## config.mk

```make
export PLATFORM = sky130hd
export DESIGN_NAME = branch_resolve_queue_flat
export DESIGN_NICKNAME = d
export VERILOG_FILES = /design/src/rtl/branch_resolve_queue_if.sv /design/src/rtl/branch_resolve_queue.sv /design/src/flat_wrapper.sv
export SDC_FILE = /design/constraint.sdc
export NUM_CORES = 1
export LEC_CHECK = 0
export BUFFER_PORTS_ARGS = -buffer_cell sky130_fd_sc_hd__buf_2
export CAP_MARGIN = 20
export CORE_MARGIN = 2
export CORE_UTILIZATION = 50
export CTS_CLUSTER_DIAMETER = 30
export CTS_CLUSTER_SIZE = 40
export DETAILED_ROUTE_END_ITERATION = 7
export PLACE_DENSITY = 0.73
export SYNTH_ARGS = -nofsm -noshare
export SYNTH_HDL_FRONTEND = slang
export SYNTH_SLANG_ARGS = --single-unit
```

## constraint.sdc

```tcl
create_clock -name clk -period 5.2 [get_ports clk]
set_clock_uncertainty 0.15 [all_clocks]
set_input_delay 0.52 -clock clk [delete_from_list [all_inputs] [get_ports clk]]
set_output_delay 0.52 -clock clk [all_outputs]
set_load 0.005 [all_outputs]
```

## src/rtl/branch_resolve_queue_if.sv

```systemverilog
// Handshake bundle between the branch predictor, the resolve queue and the retire stage.
// The slave side is the queue; the master side is the predictor/retire logic.
interface branch_resolve_queue_if;
   logic       pred_valid;
   logic       pred_taken;
   logic [1:0] pred_hist;
   logic       pred_ready;
   logic       res_valid;
   logic       res_taken;
   logic       res_ready;
   logic       upd_valid;
   logic [1:0] upd_hist;
   logic       upd_taken;
   logic       mispredict;

   modport slave (
      input  pred_valid, pred_taken, pred_hist, res_valid, res_taken,
      output pred_ready, res_ready, upd_valid, upd_hist, upd_taken, mispredict
   );

   modport master (
      output pred_valid, pred_taken, pred_hist, res_valid, res_taken,
      input  pred_ready, res_ready, upd_valid, upd_hist, upd_taken, mispredict
   );
endinterface

```

## src/rtl/branch_resolve_queue.sv

```systemverilog
// In-order queue of outstanding branch predictions; checks each against its resolved outcome,
// emits a registered training update, flushes wrong-path entries on mispredict and keeps stats.
module branch_resolve_queue #(
   parameter int DEPTH = 4,
   parameter int CNT_W = 8
) (
   input  logic                       clk,
   input  logic                       rst,
   branch_resolve_queue_if.slave      bus,
   output logic [$clog2(DEPTH):0]     occupancy,
   output logic [CNT_W-1:0]           resolved_cnt,
   output logic [CNT_W-1:0]           miss_cnt
);
   localparam int PTR_W = $clog2(DEPTH);
   localparam int OCC_W = PTR_W + 1;

   logic             r_taken [DEPTH];
   logic [1:0]       r_hist  [DEPTH];
   logic [PTR_W-1:0] r_wr_ptr;
   logic [PTR_W-1:0] r_rd_ptr;
   logic [OCC_W-1:0] r_occ;
   logic             r_upd_valid;
   logic [1:0]       r_upd_hist;
   logic             r_upd_taken;
   logic             r_mispredict;
   logic [CNT_W-1:0] r_res_cnt;
   logic [CNT_W-1:0] r_miss_cnt;

   logic             w_pred_ready;
   logic             w_res_ready;
   logic             w_push;
   logic             w_pop;
   logic             w_head_taken;
   logic [1:0]       w_head_hist;
   logic             w_miss;
   logic [PTR_W-1:0] w_wr_next;
   logic [PTR_W-1:0] w_rd_next;
   logic [OCC_W-1:0] w_occ_next;

   assign w_pred_ready = (r_occ != OCC_W'(DEPTH));
   assign w_res_ready  = (r_occ != '0);
   assign w_push       = bus.pred_valid & w_pred_ready;
   assign w_pop        = bus.res_valid & w_res_ready;
   assign w_head_taken = r_taken[r_rd_ptr];
   assign w_head_hist  = r_hist[r_rd_ptr];
   assign w_miss       = w_pop & (w_head_taken != bus.res_taken);

   always_comb begin
      w_wr_next  = r_wr_ptr;
      w_rd_next  = r_rd_ptr;
      w_occ_next = r_occ;
      if (w_push)
         w_wr_next = r_wr_ptr + PTR_W'(1);
      if (w_miss) begin
         // everything younger than the mispredicted branch is wrong-path
         w_rd_next  = w_wr_next;
         w_occ_next = '0;
      end else begin
         if (w_pop)
            w_rd_next = r_rd_ptr + PTR_W'(1);
         case ({w_push, w_pop})
            2'b10:   w_occ_next = r_occ + OCC_W'(1);
            2'b01:   w_occ_next = r_occ - OCC_W'(1);
            default: w_occ_next = r_occ;
         endcase
      end
   end

   always_ff @(posedge clk) begin
      if (w_push && !rst) begin
         r_taken[r_wr_ptr] <= bus.pred_taken;
         r_hist[r_wr_ptr]  <= bus.pred_hist;
      end
   end

   always_ff @(posedge clk) begin
      if (rst) begin
         r_wr_ptr     <= '0;
         r_rd_ptr     <= '0;
         r_occ        <= '0;
         r_upd_valid  <= 1'b0;
         r_upd_hist   <= 2'b00;
         r_upd_taken  <= 1'b0;
         r_mispredict <= 1'b0;
         r_res_cnt    <= '0;
         r_miss_cnt   <= '0;
      end else begin
         r_wr_ptr     <= w_wr_next;
         r_rd_ptr     <= w_rd_next;
         r_occ        <= w_occ_next;
         r_upd_valid  <= w_pop;
         r_mispredict <= w_miss;
         if (w_pop) begin
            r_upd_hist  <= w_head_hist;
            r_upd_taken <= bus.res_taken;
            if (r_res_cnt != {CNT_W{1'b1}})
               r_res_cnt <= r_res_cnt + CNT_W'(1);
         end
         if (w_miss && (r_miss_cnt != {CNT_W{1'b1}}))
            r_miss_cnt <= r_miss_cnt + CNT_W'(1);
      end
   end

   assign bus.pred_ready = w_pred_ready;
   assign bus.res_ready  = w_res_ready;
   assign bus.upd_valid  = r_upd_valid;
   assign bus.upd_hist   = r_upd_hist;
   assign bus.upd_taken  = r_upd_taken;
   assign bus.mispredict = r_mispredict;
   assign occupancy      = r_occ;
   assign resolved_cnt   = r_res_cnt;
   assign miss_cnt       = r_miss_cnt;
endmodule

```

## src/flat_wrapper.sv

```systemverilog
// flat-port wrapper written by rule: the top's interface ports become plain ports
module branch_resolve_queue_flat 
#(
   parameter int DEPTH = 4,
   parameter int CNT_W = 8
)
  (clk, rst, occupancy, resolved_cnt, miss_cnt, bus_pred_valid, bus_pred_taken, bus_pred_hist, bus_res_valid, bus_res_taken, bus_pred_ready, bus_res_ready, bus_upd_valid, bus_upd_hist, bus_upd_taken, bus_mispredict);
  branch_resolve_queue_if bus_i ();
  input  logic clk;
  input  logic rst;
  output logic [$clog2(DEPTH):0] occupancy;
  output logic [CNT_W-1:0] resolved_cnt;
  output logic [CNT_W-1:0] miss_cnt;
  input wire logic [$bits(bus_i.pred_valid)-1:0] bus_pred_valid;
  input wire logic [$bits(bus_i.pred_taken)-1:0] bus_pred_taken;
  input wire logic [$bits(bus_i.pred_hist)-1:0] bus_pred_hist;
  input wire logic [$bits(bus_i.res_valid)-1:0] bus_res_valid;
  input wire logic [$bits(bus_i.res_taken)-1:0] bus_res_taken;
  output wire logic [$bits(bus_i.pred_ready)-1:0] bus_pred_ready;
  output wire logic [$bits(bus_i.res_ready)-1:0] bus_res_ready;
  output wire logic [$bits(bus_i.upd_valid)-1:0] bus_upd_valid;
  output wire logic [$bits(bus_i.upd_hist)-1:0] bus_upd_hist;
  output wire logic [$bits(bus_i.upd_taken)-1:0] bus_upd_taken;
  output wire logic [$bits(bus_i.mispredict)-1:0] bus_mispredict;
  assign bus_i.pred_valid = bus_pred_valid;
  assign bus_i.pred_taken = bus_pred_taken;
  assign bus_i.pred_hist = bus_pred_hist;
  assign bus_i.res_valid = bus_res_valid;
  assign bus_i.res_taken = bus_res_taken;
  assign bus_pred_ready = bus_i.pred_ready;
  assign bus_res_ready = bus_i.res_ready;
  assign bus_upd_valid = bus_i.upd_valid;
  assign bus_upd_hist = bus_i.upd_hist;
  assign bus_upd_taken = bus_i.upd_taken;
  assign bus_mispredict = bus_i.mispredict;
  branch_resolve_queue #(.DEPTH(DEPTH), .CNT_W(CNT_W)) u_core (.clk(clk), .rst(rst), .bus(bus_i), .occupancy(occupancy), .resolved_cnt(resolved_cnt), .miss_cnt(miss_cnt));
endmodule
```

==> metrics.yaml <==
run_status:
  status: "completed"
floorplanning:
  dieWidth_microns: 65.5
  ios: 34
  num_rows: 22
  core_sq_um: 3660
  dieHeight_microns: 65.5
  initial_core_util_pct: 51.7
  dieArea_sq_um: 4290
sta:
  slew_violations: 0
  tightest_slew_ns: 0.946
  rsz0062_at_grt: "no"
  max-slew-margin-rel_pct: 36.4
  hold_viol_final: 0
  finalSetupViolations: 0
  fmax_ghz: 0.390
  finalCritPeriodShare_pct: 49.3
  min_period_ns: 2.56
  tns_ns: 0
cts:
  clockRootBuffer: "clkbuf_8"
  cts_tree: "built"
  cts_buffers: 5
  cts_setup_buffers: 0
  clk_path_buf_depth: 2
  cts_max_level: 2
  cts_hold_buf: 0
  path_clk_slew_ns: 0.08
  clk_latency_ns: 0.29
  cts_num_sinks: 42
  cts_resized: 0
run:
  maxCapViolCount: 0
grt:
  grt_max_degree: 32
  grt_pass1_wl_microns: 6020
  overflow: 0
  grt.total_usage_pct: 18.3
  grt_pass1_vias: 1278
  antenna_found_initial: 0
synth:
  synth.largest_area_cell: "dfxtp_1"
  synthDistinctLibCells: 43
  synth_top_cells_by_area: "dfxtp_1, edfxtp_1, ha_1"
  synth_top_area_share_pct: 31.7
  synth_area_per_cell_sq_um: 10.2
  syn_inst: 185
  netlist_area_sq_um: 1890
  syn_nets: 201
  synth_seq_cells: 42
  synth_warnings: 0
  synth_seq_area_share_pct: 50.8
drt:
  drcViolationCount: 0
  drt-total-wl_microns: 3530
  wl_per_cell_microns: 13.2
  vias: 1449
  detail-route-antenna-nets: 0
  first_pass_iters: 4
  drt-initial-drc-count: 94
  via_per_inst: 5.41
place:
  io_buffer_count: 33
  place_congestion: 0.735
  dpl-instance-area_sq_um: 2090
  hpwl_microns: 2570
worst_setup_path:
  critPathKind: "reg -> reg"
  worstPathRequired_ns: 5.26
  cp_max_fo: 17
  arrival_ns: 2.62
  crit_path_start_kind: "flip-flop"
  end_kind: "flip-flop"
power:
  total_leakage_power_nw: 0.841
  p_per_area_nw_per_um2: 400
  max-vdd-ir-drop_mv: 0.219
finish:
  design_area_sq_um: 2180
  syn2layout_area_growth_pct: 15.0
  nets: 235
  diodes: 0
  nFillCells: 331
  drive_above_1_share_pct: 23.2
worst_hold_path:
  hold_class: "in -> reg"
==> critical path, cell delays in order, from the launching register on <==
cell     delay [ns]
dfxtp_1        0.38
o31ai_4        0.63
inv_1          0.28
ha_1           0.30
inv_1          0.07
fa_1           0.17
xor2_1         0.16
nor2_1         0.07
xnor2_1        0.12
nor3_1         0.15
==> layout by cell type (no fill, tap or decap), types with 2 or more instances in the layout <==
master / n
inv_1: 11
buf_2: 33
nand2_1: 18
mux2i_1: 3
xor2_1: 3
clkbuf_8: 5
or3_1: 5
xnor2_1: 2
ha_1: 7
o21ai_0: 4
nor2_1: 15
or4_1: 5
nor3_1: 5
mux4_2: 3
and2_1: 4
o31ai_1: 6
dfxtp_1: 30
edfxtp_1: 12
a21oi_1: 15
nand3_1: 8
nor4_1: 2
==> worst paths after layout <==
check	from	endpoint	slack, ns	cells past startpoint
worst max-delay path	u_core.occupancy[0]$_SDFFE_PP0P_	u_core.occupancy[2]$_SDFFE_PP0P_	2.64	9
worst min-delay path	bus_pred_hist[1]	u_core.r_hist[3][1]$_DFFE_PP_	0.29	1
worst max register to register	u_core.occupancy[0]$_SDFFE_PP0P_	u_core.occupancy[2]$_SDFFE_PP0P_	2.64	9
worst min register to register	u_core.bus.upd_taken$_SDFFE_PP0P_	u_core.bus.upd_taken$_SDFFE_PP0P_	0.32	2
==> report_power, final <==
part           switching [mW]  total [mW]  internal (mW)
Clock                   0.115       0.209         0.0943
Combinational           0.139       0.243          0.104
Sequential             0.0421       0.419          0.377
==> sequential cells by signal, indices dropped and copies added (netlist names), named ones only <==
register               count
u_core.resolved_cnt        8
u_core.bus.upd_hist        2
u_core.bus.upd_taken       1
u_core.r_wr_ptr            2
u_core.miss_cnt            8
u_core.bus.mispredict      1
u_core.r_rd_ptr            2
u_core.bus.upd_valid       1
u_core.r_taken             4
u_core.occupancy           3
u_core.r_hist              8
==> per-stage QoR <==
step	hold slack [ns]	cells	setup slack [ns]	util, %	power, mW
6_report	0.291	268	2.64	59.5	0.871
3_5_place_dp	0.305	260	2.65	57.0	0.673
2_1_floorplan	0.303	185	2.84	-	0.603
4_1_cts	0.282	268	2.63	59.5	0.879
5_1_grt	0.286	268	2.41	59.5	0.934
3_3_place_gp	0.305	260	2.75	57.0	0.667
==> cells in the mapped netlist <==
| master | count |
|---|---|
| or3b_2 | 1 |
| and2_1 | 4 |
| inv_1 | 11 |
| and3_1 | 1 |
| o31ai_1 | 6 |
| or3_1 | 5 |
| o41a_1 | 1 |
| clkbuf_1 | 4 |
| o21a_1 | 1 |
| a21o_1 | 1 |
| xor2_1 | 3 |
| ha_1 | 7 |
| nand3_1 | 8 |
| mux2_2 | 1 |
| mux4_2 | 3 |
| o31ai_4 | 1 |
| edfxtp_1 | 12 |
| a31o_2 | 1 |
| mux2i_1 | 3 |
| nor3b_1 | 1 |
| nor2b_1 | 1 |
| or2_2 | 1 |
| a311oi_1 | 1 |
| fa_1 | 1 |
| nand2_1 | 18 |
| nand4_1 | 1 |
| dfxtp_1 | 30 |
| xnor2_1 | 2 |
| o21ai_2 | 1 |
| nor3_1 | 5 |
| a211o_1 | 1 |
| o21ai_0 | 4 |
| a31oi_1 | 1 |
| a32oi_1 | 1 |
| o311ai_0 | 1 |
| nor4b_1 | 1 |
| nor4_1 | 2 |
| buf_2 | 1 |
| a21oi_1 | 15 |
| buf_6 | 1 |
| or4_1 | 5 |
| buf_4 | 1 |
| nor2_1 | 15 |
==> logic make-up after synthesis <==
kind of cell / synth area share [%]
AO/OA/AOI/OAI: 13.0
XOR/XNOR: 2.31
adder cells (fa/ha/maj): 5.68
buffers and inverters: 4.23
flip-flops: 50.8
multiplexers: 5.75
AND/OR/NAND/NOR: 18.2
==> layer usage <==
layer	up-vias	share of wire, %	track usage, %
met2	32	46	28.1
met5	-	0	0
li1	732	-	-
met1	679	48	24.8
met4	0	1.5	6.25
met3	6	4.9	5.31
==> layout make-up <==
type                            instances  area [sq um]  area share, %
Sequential cell                        42           961           44.1
Multi-Input combinational cell        125           852           39.1
Timing Repair Buffer                   34           173           7.93
Clock buffer                            5          68.8           3.16
Tap cell                               48          60.1           2.76
Inverter                               11          41.3           1.90
Clock inverter                          3          21.3          0.977
No activity file was read; power rests on OpenSTA's default activity.
